`src/rtl/chess_pkg.sv`:
```
// rtl/chess_pkg.sv - shared move format, FIFO word sizing and collector state encoding
package chess_pkg;
    localparam int MOVE_W = 19;
    localparam int SLOTS  = 8;
    localparam int SLOT_W = $clog2(SLOTS);
    localparam int WORD_W = MOVE_W * SLOTS;

    // Move flag bit positions
    localparam int FLG_INVALID = 18;
    localparam int FLG_PROMOTE = 17;
    localparam int FLG_PAWN    = 16;
    localparam int FLG_PAWN2   = 15;
    localparam int FLG_EP      = 14;
    localparam int FLG_CASTLE  = 13;
    localparam int FLG_CAPTURE = 12;

    // Square fields
    localparam int FROM_HI = 11;
    localparam int FROM_LO = 6;
    localparam int TO_HI   = 5;
    localparam int TO_LO   = 0;

    typedef enum logic [2:0] {
        ST_IDLE,
        ST_POLL,
        ST_RDWAIT,
        ST_EMIT,
        ST_DONE
    } state_t;
endpackage

```
`src/rtl/move_unpacker.sv`:
```
// rtl/move_unpacker.sv - holds one FIFO word and walks its slots from 7 down to 0
module move_unpacker
    import chess_pkg::*;
(
    input  logic              clk,
    input  logic              reset,
    input  logic              load,
    input  logic [WORD_W-1:0] load_word,
    input  logic              active,
    input  logic              move_ready,
    output logic [MOVE_W-1:0] move_data,
    output logic              move_valid,
    output logic              accept,
    output logic              skip,
    output logic              last
);
    logic [WORD_W-1:0] word;
    logic [SLOT_W-1:0] slot;
    logic [MOVE_W-1:0] cur;

    // Present the current slot; invalid slots are consumed without a handshake
    always_comb begin
        cur        = word[MOVE_W*slot +: MOVE_W];
        move_valid = active && !cur[FLG_INVALID];
        move_data  = move_valid ? cur : '0;
        accept     = move_valid && move_ready;
        skip       = active && cur[FLG_INVALID];
        last       = (accept || skip) && (slot == '0);
    end

    // Word capture and slot countdown; slot wraps 0 -> 7 ready for the next word
    always_ff @(posedge clk) begin
        if (reset) begin
            word <= '0;
            slot <= SLOT_W'(SLOTS - 1);
        end else if (load) begin
            word <= load_word;
            slot <= SLOT_W'(SLOTS - 1);
        end else if (accept || skip) begin
            slot <= slot - 1'b1;
        end
    end
endmodule

```
`src/rtl/move_collector.sv`:
```
// rtl/move_collector.sv - drains column move FIFOs in order and streams legal moves; MOVE_COLLECTOR_STATS_EN adds capture/skip counters
module move_collector
    import chess_pkg::*;
#(
    parameter int NCOL  = 8,
    parameter int CNT_W = 8
) (
    input  logic                   clk,
    input  logic                   reset,
    input  logic                   start,
    input  logic [NCOL-1:0]        col_done,
    input  logic [NCOL-1:0]        col_empty,
    input  logic [NCOL*WORD_W-1:0] col_data,
    output logic [NCOL-1:0]        col_rden,
    output logic [MOVE_W-1:0]      move_data,
    output logic                   move_valid,
    input  logic                   move_ready,
    output logic [CNT_W-1:0]       move_count,
    output logic                   busy,
    output logic                   all_done
`ifdef MOVE_COLLECTOR_STATS_EN
    ,
    output logic [CNT_W-1:0]       capture_count,
    output logic [CNT_W-1:0]       skip_count
`endif
);
    localparam int PTR_W = (NCOL > 1) ? $clog2(NCOL) : 1;

    state_t            state;
    logic [PTR_W-1:0]  ptr;
    logic [WORD_W-1:0] col_word [NCOL];
    logic              start_ok;
    logic              accept;
    logic              skip;
    logic              last;

    for (genvar c = 0; c < NCOL; c++) begin : g_slice
        assign col_word[c] = col_data[WORD_W*c +: WORD_W];
    end

    assign start_ok = start && ((state == ST_IDLE) || (state == ST_DONE));

    // Read enable goes out in the POLL cycle so the word lands during RDWAIT
    always_comb begin
        col_rden = '0;
        if ((state == ST_POLL) && !col_empty[ptr])
            col_rden[ptr] = 1'b1;
    end

    // Column arbitration FSM with move counter
    always_ff @(posedge clk) begin
        if (reset) begin
            state      <= ST_IDLE;
            ptr        <= '0;
            busy       <= 1'b0;
            all_done   <= 1'b0;
            move_count <= '0;
        end else begin
            case (state)
                ST_IDLE, ST_DONE: begin
                    if (start_ok) begin
                        ptr        <= '0;
                        move_count <= '0;
                        all_done   <= 1'b0;
                        busy       <= 1'b1;
                        state      <= ST_POLL;
                    end
                end
                ST_POLL: begin
                    // Pending data wins over done so a column is fully drained first
                    if (!col_empty[ptr]) begin
                        state <= ST_RDWAIT;
                    end else if (col_done[ptr]) begin
                        if (ptr == PTR_W'(NCOL - 1)) begin
                            state    <= ST_DONE;
                            busy     <= 1'b0;
                            all_done <= 1'b1;
                        end else begin
                            ptr <= ptr + 1'b1;
                        end
                    end
                end
                ST_RDWAIT: state <= ST_EMIT;
                ST_EMIT: begin
                    if (accept && (move_count != '1))
                        move_count <= move_count + 1'b1;
                    if (last)
                        state <= ST_POLL;
                end
                default: state <= ST_IDLE;
            endcase
        end
    end

    move_unpacker u_unpacker (
        .clk        (clk),
        .reset      (reset),
        .load       (state == ST_RDWAIT),
        .load_word  (col_word[ptr]),
        .active     (state == ST_EMIT),
        .move_ready (move_ready),
        .move_data  (move_data),
        .move_valid (move_valid),
        .accept     (accept),
        .skip       (skip),
        .last       (last)
    );

`ifdef MOVE_COLLECTOR_STATS_EN
    // Saturating statistics over the current collection
    always_ff @(posedge clk) begin
        if (reset || start_ok) begin
            capture_count <= '0;
            skip_count    <= '0;
        end else begin
            if (accept && move_data[FLG_CAPTURE] && (capture_count != '1))
                capture_count <= capture_count + 1'b1;
            if (skip && (skip_count != '1))
                skip_count <= skip_count + 1'b1;
        end
    end
`endif
endmodule

```
`config.mk`:
```
export PLATFORM = sky130hd
export DESIGN_NAME = move_collector
export DESIGN_NICKNAME = d
export VERILOG_FILES = /design/src/rtl/chess_pkg.sv /design/src/rtl/move_unpacker.sv /design/src/rtl/move_collector.sv
export SDC_FILE = /design/constraint.sdc
export NUM_CORES = 1
export LEC_CHECK = 0
export CAP_MARGIN = 20
export CORE_AREA = 2 2 494 496
export CTS_CLUSTER_SIZE = 8
export DETAILED_ROUTE_END_ITERATION = 12
export DIE_AREA = 0 0 496 498
export GPL_ROUTABILITY_DRIVEN = 0
export PLACE_DENSITY_LB_ADDON = 0.08
export SYNTH_ARGS = -nofsm -noshare
export SYNTH_HDL_FRONTEND = slang
export SYNTH_SLANG_ARGS = --single-unit
```
`constraint.sdc`:
```
create_clock -name clk -period 3.3 [get_ports clk]
set_input_delay 0.66 -clock clk [delete_from_list [all_inputs] [get_ports clk]]
set_output_delay 0.66 -clock clk [all_outputs]
set_load 0.005 [all_outputs]
```
### Word-level counts from Yosys, hierarchy flattened

Index checks and enable logic that the tools add are counted.

| word-level totals | value |
|---|---|
| register bits | 171 |
| input bits | 1,236 |
| output and inout port bits | 38 |
| logic and storage cells | 88 |

| operators by class | value |
|---|---|
| add/sub/neg operators | 3 |
| $mul | 1 |
| order comparisons | 3 |
| eq/ne operators | 15 |
| shifts and indexed selects | 1 |
| mux-type cells | 35 |
| bitwise operators | 1 |
| reductions and logical operators | 22 |

Operator list:

| kind | number |
|---|---|
| $bmux 152 s3 | 1 |
| $mux 152 | 2 |
| $shiftx 152x9->19 | 1 |
| $mux 3 | 9 |
| $mux 8 | 3 |
| $mux 19 | 1 |
| $pmux 8 s2 | 1 |
| $pmux 3 s4 | 1 |
| $mux 1 | 11 |
| $reduce_and 5->1 | 2 |
| $add 8x1->8 const B | 1 |
| $logic_and 1x1->1 | 8 |
| $mul 5x3->8 const A | 1 |
| $ne 2x2->1 const B | 4 |
| $ne 8x8->1 const B | 1 |
| $bmux 1 s3 | 2 |
| $eq 3x2->1 const B | 2 |
| $eq 3x3->1 const B | 2 |
| $logic_not 3->1 | 2 |
| $ne 2x1->1 const B | 3 |
| $ne 3x2->1 const B | 2 |
| $pmux 3 s2 | 1 |
| $ge 4x4->1 const B | 1 |
| $lt 3x4->1 const B | 1 |
| 13 further kinds | 18 |

### Longest topological paths before layout

Gate-level depths: netlist of the first run.

| depth | value |
|---|---|
| depth in word-level cells | 9 |
| depth in mapped cells | 9 |
| depth with buffers taken out | 6 |

### Cells and area by module

From an unflattened synthesis of the first run, not the netlist that was laid out.

| unflattened totals | value |
|---|---|
| cell total of the unflattened synthesis | 1,876 |
| area total of the unflattened synthesis | 16,274.4 sq um |

Modules (own cells, without submodules):

| module | times used | cells each | area an instance (sq um) | seq. area each (sq um) |
|---|---|---|---|---|
| move_collector | 1 | 1,252 | 9,451.6 | 320.3 |
| move_unpacker | 1 | 624 | 6,822.8 | 3,103.0 |

### Worst setup path after synthesis of the first run

No wires, ideal clock.

| timing | value |
|---|---|
| path type | input -> output |
| start | input col_empty[7] |
| end | output col_rden[0] |
| arrival | 1,758 ps |
| setup slack | 882 ps |
| stages on the path | 5 |
| cells stage by stage | mux4_2 > mux2i_4 > clkbuf_2 > nand2_1 > nor4_2 |

| on the way | value |
|---|---|
| word-level cells in the longest chain between the ends | 5 |

RTL lines:

| item | RTL line | source |
|---|---|---|
| start, declared | move_collector.sv:12 | `input logic [NCOL-1:0] col_empty,` |
| $bmux 1 s3 | move_collector.sv:46 | `if ((state == ST_POLL) && !col_empty[ptr])` |
| $mux 1 (not written as such) | move_collector.sv:46 |  |
| $logic_not 1->1 | - |  |
| $logic_and 1x1->1 | move_collector.sv:46 |  |
| $mux 8 | move_collector.sv:46 |  |
| end, declared | move_collector.sv:14 | `output logic [NCOL-1:0] col_rden,` |

Every way passes these cells. The select of a mux whose other input is x is not followed.

### Final worst setup path of the first run

| timing | value |
|---|---|
| start | input col_empty[3] |
| end | output col_rden[6] |

The elaborated chain is that of the path after synthesis.

==> results of run 1 <==
==> layout make-up <==
| cell class | count | area [µm²] |
|---|---|---|
| well taps | 3202 | 4006 |
| flip-flops and latches | 171 | 3445 |
| clock inverters | 13 | 118.9 |
| repair buffers | 1413 | 14260 |
| diodes | 39 | 97.59 |
| fillers | 27580 | 207500 |
| inverters | 8 | 37.54 |
| clock buffers | 19 | 432.9 |
| multi-input cells | 1416 | 12010 |
==> cell usage in the layout (no fill, tap or decap), types with 39 or more instances in the layout <==
master           synthesis  routed
dfxtp_1                171     164
buf_4                   40     115
mux4_2                 145     145
a22oi_1                 63      63
o21ai_0                180     179
a21oi_1                100      91
a221o_1                 39      39
buf_12                   0      41
nor2_1                 131     129
diode_2                  0      39
mux2i_1                131     131
a221oi_1                80      80
mux2_2                  94      94
a311oi_1                41      41
clkdlybuf4s50_1          0    1249
nand2_1                195     195
==> cells by family after synthesis <==
| family | synth area share, % |
|---|---|
| other | 0.02282 |
| flip-flops | 20.83 |
| AO/OA/AOI/OAI | 27.42 |
| multiplexers | 34.43 |
| buffers and inverters | 6.928 |
| AND/OR/NAND/NOR | 9.890 |
| adder cells (fa/ha/maj) | 0.3807 |
| XOR/XNOR | 0.1066 |
==> worst paths after layout <==
path / startpoint / cells past startpoint / slack [ps] / end
max reg2reg: ptr[1]$_SDFFE_PP0P_ / 8 / 490 / u_unpacker.word[116]$_SDFFE_PP0P_
min reg2reg: u_unpacker.word[137]$_SDFFE_PP0P_ / 1 / 510 / u_unpacker.word[137]$_SDFFE_PP0P_
min: reset / 2 / 350 / state[1]$_SDFFE_PP0P_
max: col_empty[3] / 6 / 50 / col_rden[6]
==> registers in the layout (all words and copies together), names as in the netlist <==
name,cells
u_unpacker.slot,3
u_unpacker.word,152
move_count,8
state,3
all_done,1
ptr,3
busy,1
==> metrics by stage <==
step	TNS [ps]	hold slack [ps]	area [µm²]
after floorplan	0	464.5	16430
after global placement	-362.8	483.0	33630
after detailed placement	-139.1	486.3	33630
after CTS	-17.72	282.7	34300
after global routing	-11.34	301.2	34360
final	0	351.3	34410
==> power breakdown <==
group / switching, W / internal, W / leakage [nW]
registers: 0.000345 / 0.00223 / 1.39
clock network: 0.00121 / 0.00105 / 0.274
logic: 0.00161 / 0.00219 / 9.26
==> metal layers <==
metal | GRT usage, % | share of wire, %
met1 | 20.72 | 42
met2 | 29.89 | 49
met3 | 5.262 | 7.1
met4 | 2.641 | 1.2
met5 | 0.6067 | 0.19
==> worst max-delay path, delay by kind of cell <==
family | cells | cell delay (ps)
multiplexers | 2 | 690
AND/OR/NAND/NOR | 1 | 180
buffers and inverters | 3 | 1060
==> what timing repair did <==
action / CTS / global route
resized for setup: 25 / 1
pin swaps: 1 / 0
endpoints found under the hold margin: 0 / 0
setup buffers: 5 / 1
endpoints found under the setup margin: 27 / 14
==> impl_results.md, run 1 <==
* Startpoint Class: input port
* Routed vias at 21.54k
* CP peak stage delay at 510 ps
* Max FO, Critical Path at 3
* Initial Util at 6.795%
* Global-route wire length before repair at 270100 µm
* Area Overhead vs Synth at 109.4%
* Kind of critical path: input port to primary output
* Final period util at 98.63%
* Pin count of the biggest net entering global routing at 87
* Synthesis Warnings at 0
* Core area at 241900 µm²
* Number of global-route vias before repair at 23.33k
* Clock Latency Late Sink at 540 ps
* Synth Net Count at 3049
* Crit. End Element: primary output
* Area leader, netlist: dfxtp_1
* CP dominant cell by count: clkdlybuf4s50_1
* Outcome: complete, no violations
* Synth Flop Type: dfxtp_1
* First drt pass iteration count at 7
* Die ar. at 247000 µm²
* Worst Skew at 17.94 ps
* Slowest CP cell: mux4_2
* Min-delay worst type: input port to flop
* Count leader, synth: nand2_1
* CTS hold repair buffers at 0
* Netlist cell types at 62
* Pleak at 10.92 nW
* DP HPWL at 187200 µm
* Peak supply drop at 0.4422 mV
* TritonCTS clock tree: done
* Total of max-cap violations at 0
* Min cycle time layout at 3255 ps
* Io pins at 1274
* Slack of the critical path at 45.35 ps
* Drt initial violations at 1015
* Synthesized instance count at 1808
* Max clock buf depth at 2
* CTS Buf Count at 17
* Clock root buffer: clkbuf_16
* Clock transition at path regs at 80 ps
* Critical Path RT at 2640 ps
* Rows at 181
* Top cell type's share of synthesized area at 20.83%
* Die H at 498 µm
* Seq/Total Area, Yosys at 20.83%
* Synth top area cells: dfxtp_1 21%, mux4_2 20%, mux2i_1 8.0%
* CTS H-tree lvls at 4
* Critical path arrival at 2590 ps
* Post-Syn Area per Cell at 9.090 µm²
* Pwr dens at 250.5 nW/µm²
* Slew Limit Fails at 0
* Initial antenna violation count at 159
* Max-slew headroom at 38.06%
* Inst Count DP at 6204
* Dpl ws at -78.33 ps
* RSZ-0062 raised after global routing: true
* Fin nets at 4268
* I/O Buffers at 1272
* Vias per inst at 3.429
* Final hold violations at 0
* Crit-path cells: clkdlybuf4s50_1 -> mux4_2 -> mux2i_4 -> buf_4 -> and3_4 -> clkdlybuf4s50_1
* Final core occ at 14.23%
* Routed WL at 218600 µm
* Final Power at 0.008619 W
* Die Wd at 496 µm
* Fmax achieved at 307.3 MHz
* Clock sink total at 171
* DRC at 0
* GRT Util Overall at 17.12%
* Post-synth top cells: 195 x nand2_1, 180 x o21ai_0, 171 x dfxtp_1, 145 x mux4_2
* Average wire per standard cell at 34.80 µm
* Share of cells above drive strength 1 at 15.59%
* DRT antenna net count at 0
* Asr flop ratio synth at 0%
* Synthesized area at 16430 µm²
* Final setup viols at 0
* Synth Register Bits at 171
* GRT overflow at 0
* Cell Count, Final, Fillers Out at 6281
* Number of flops mapped to enable cells by yosys at 0
* Worst slew pin tran at 929.2 ps
Note: power is estimated with default switching activity, not from simulation.
==> run 2: changes to the inputs <==
--- a/config.mk
+++ b/config.mk
@@ -5,7 +5,7 @@
 export SDC_FILE = /design/constraint.sdc
 export NUM_CORES = 1
 export LEC_CHECK = 0
-export CAP_MARGIN = 20
+export CAP_MARGIN = 5
 export CORE_AREA = 2 2 494 496
 export CTS_CLUSTER_SIZE = 8
 export DETAILED_ROUTE_END_ITERATION = 12
==> results of run 2 <==
No change in the layout: final DEF, timing and power equal those of run 1.
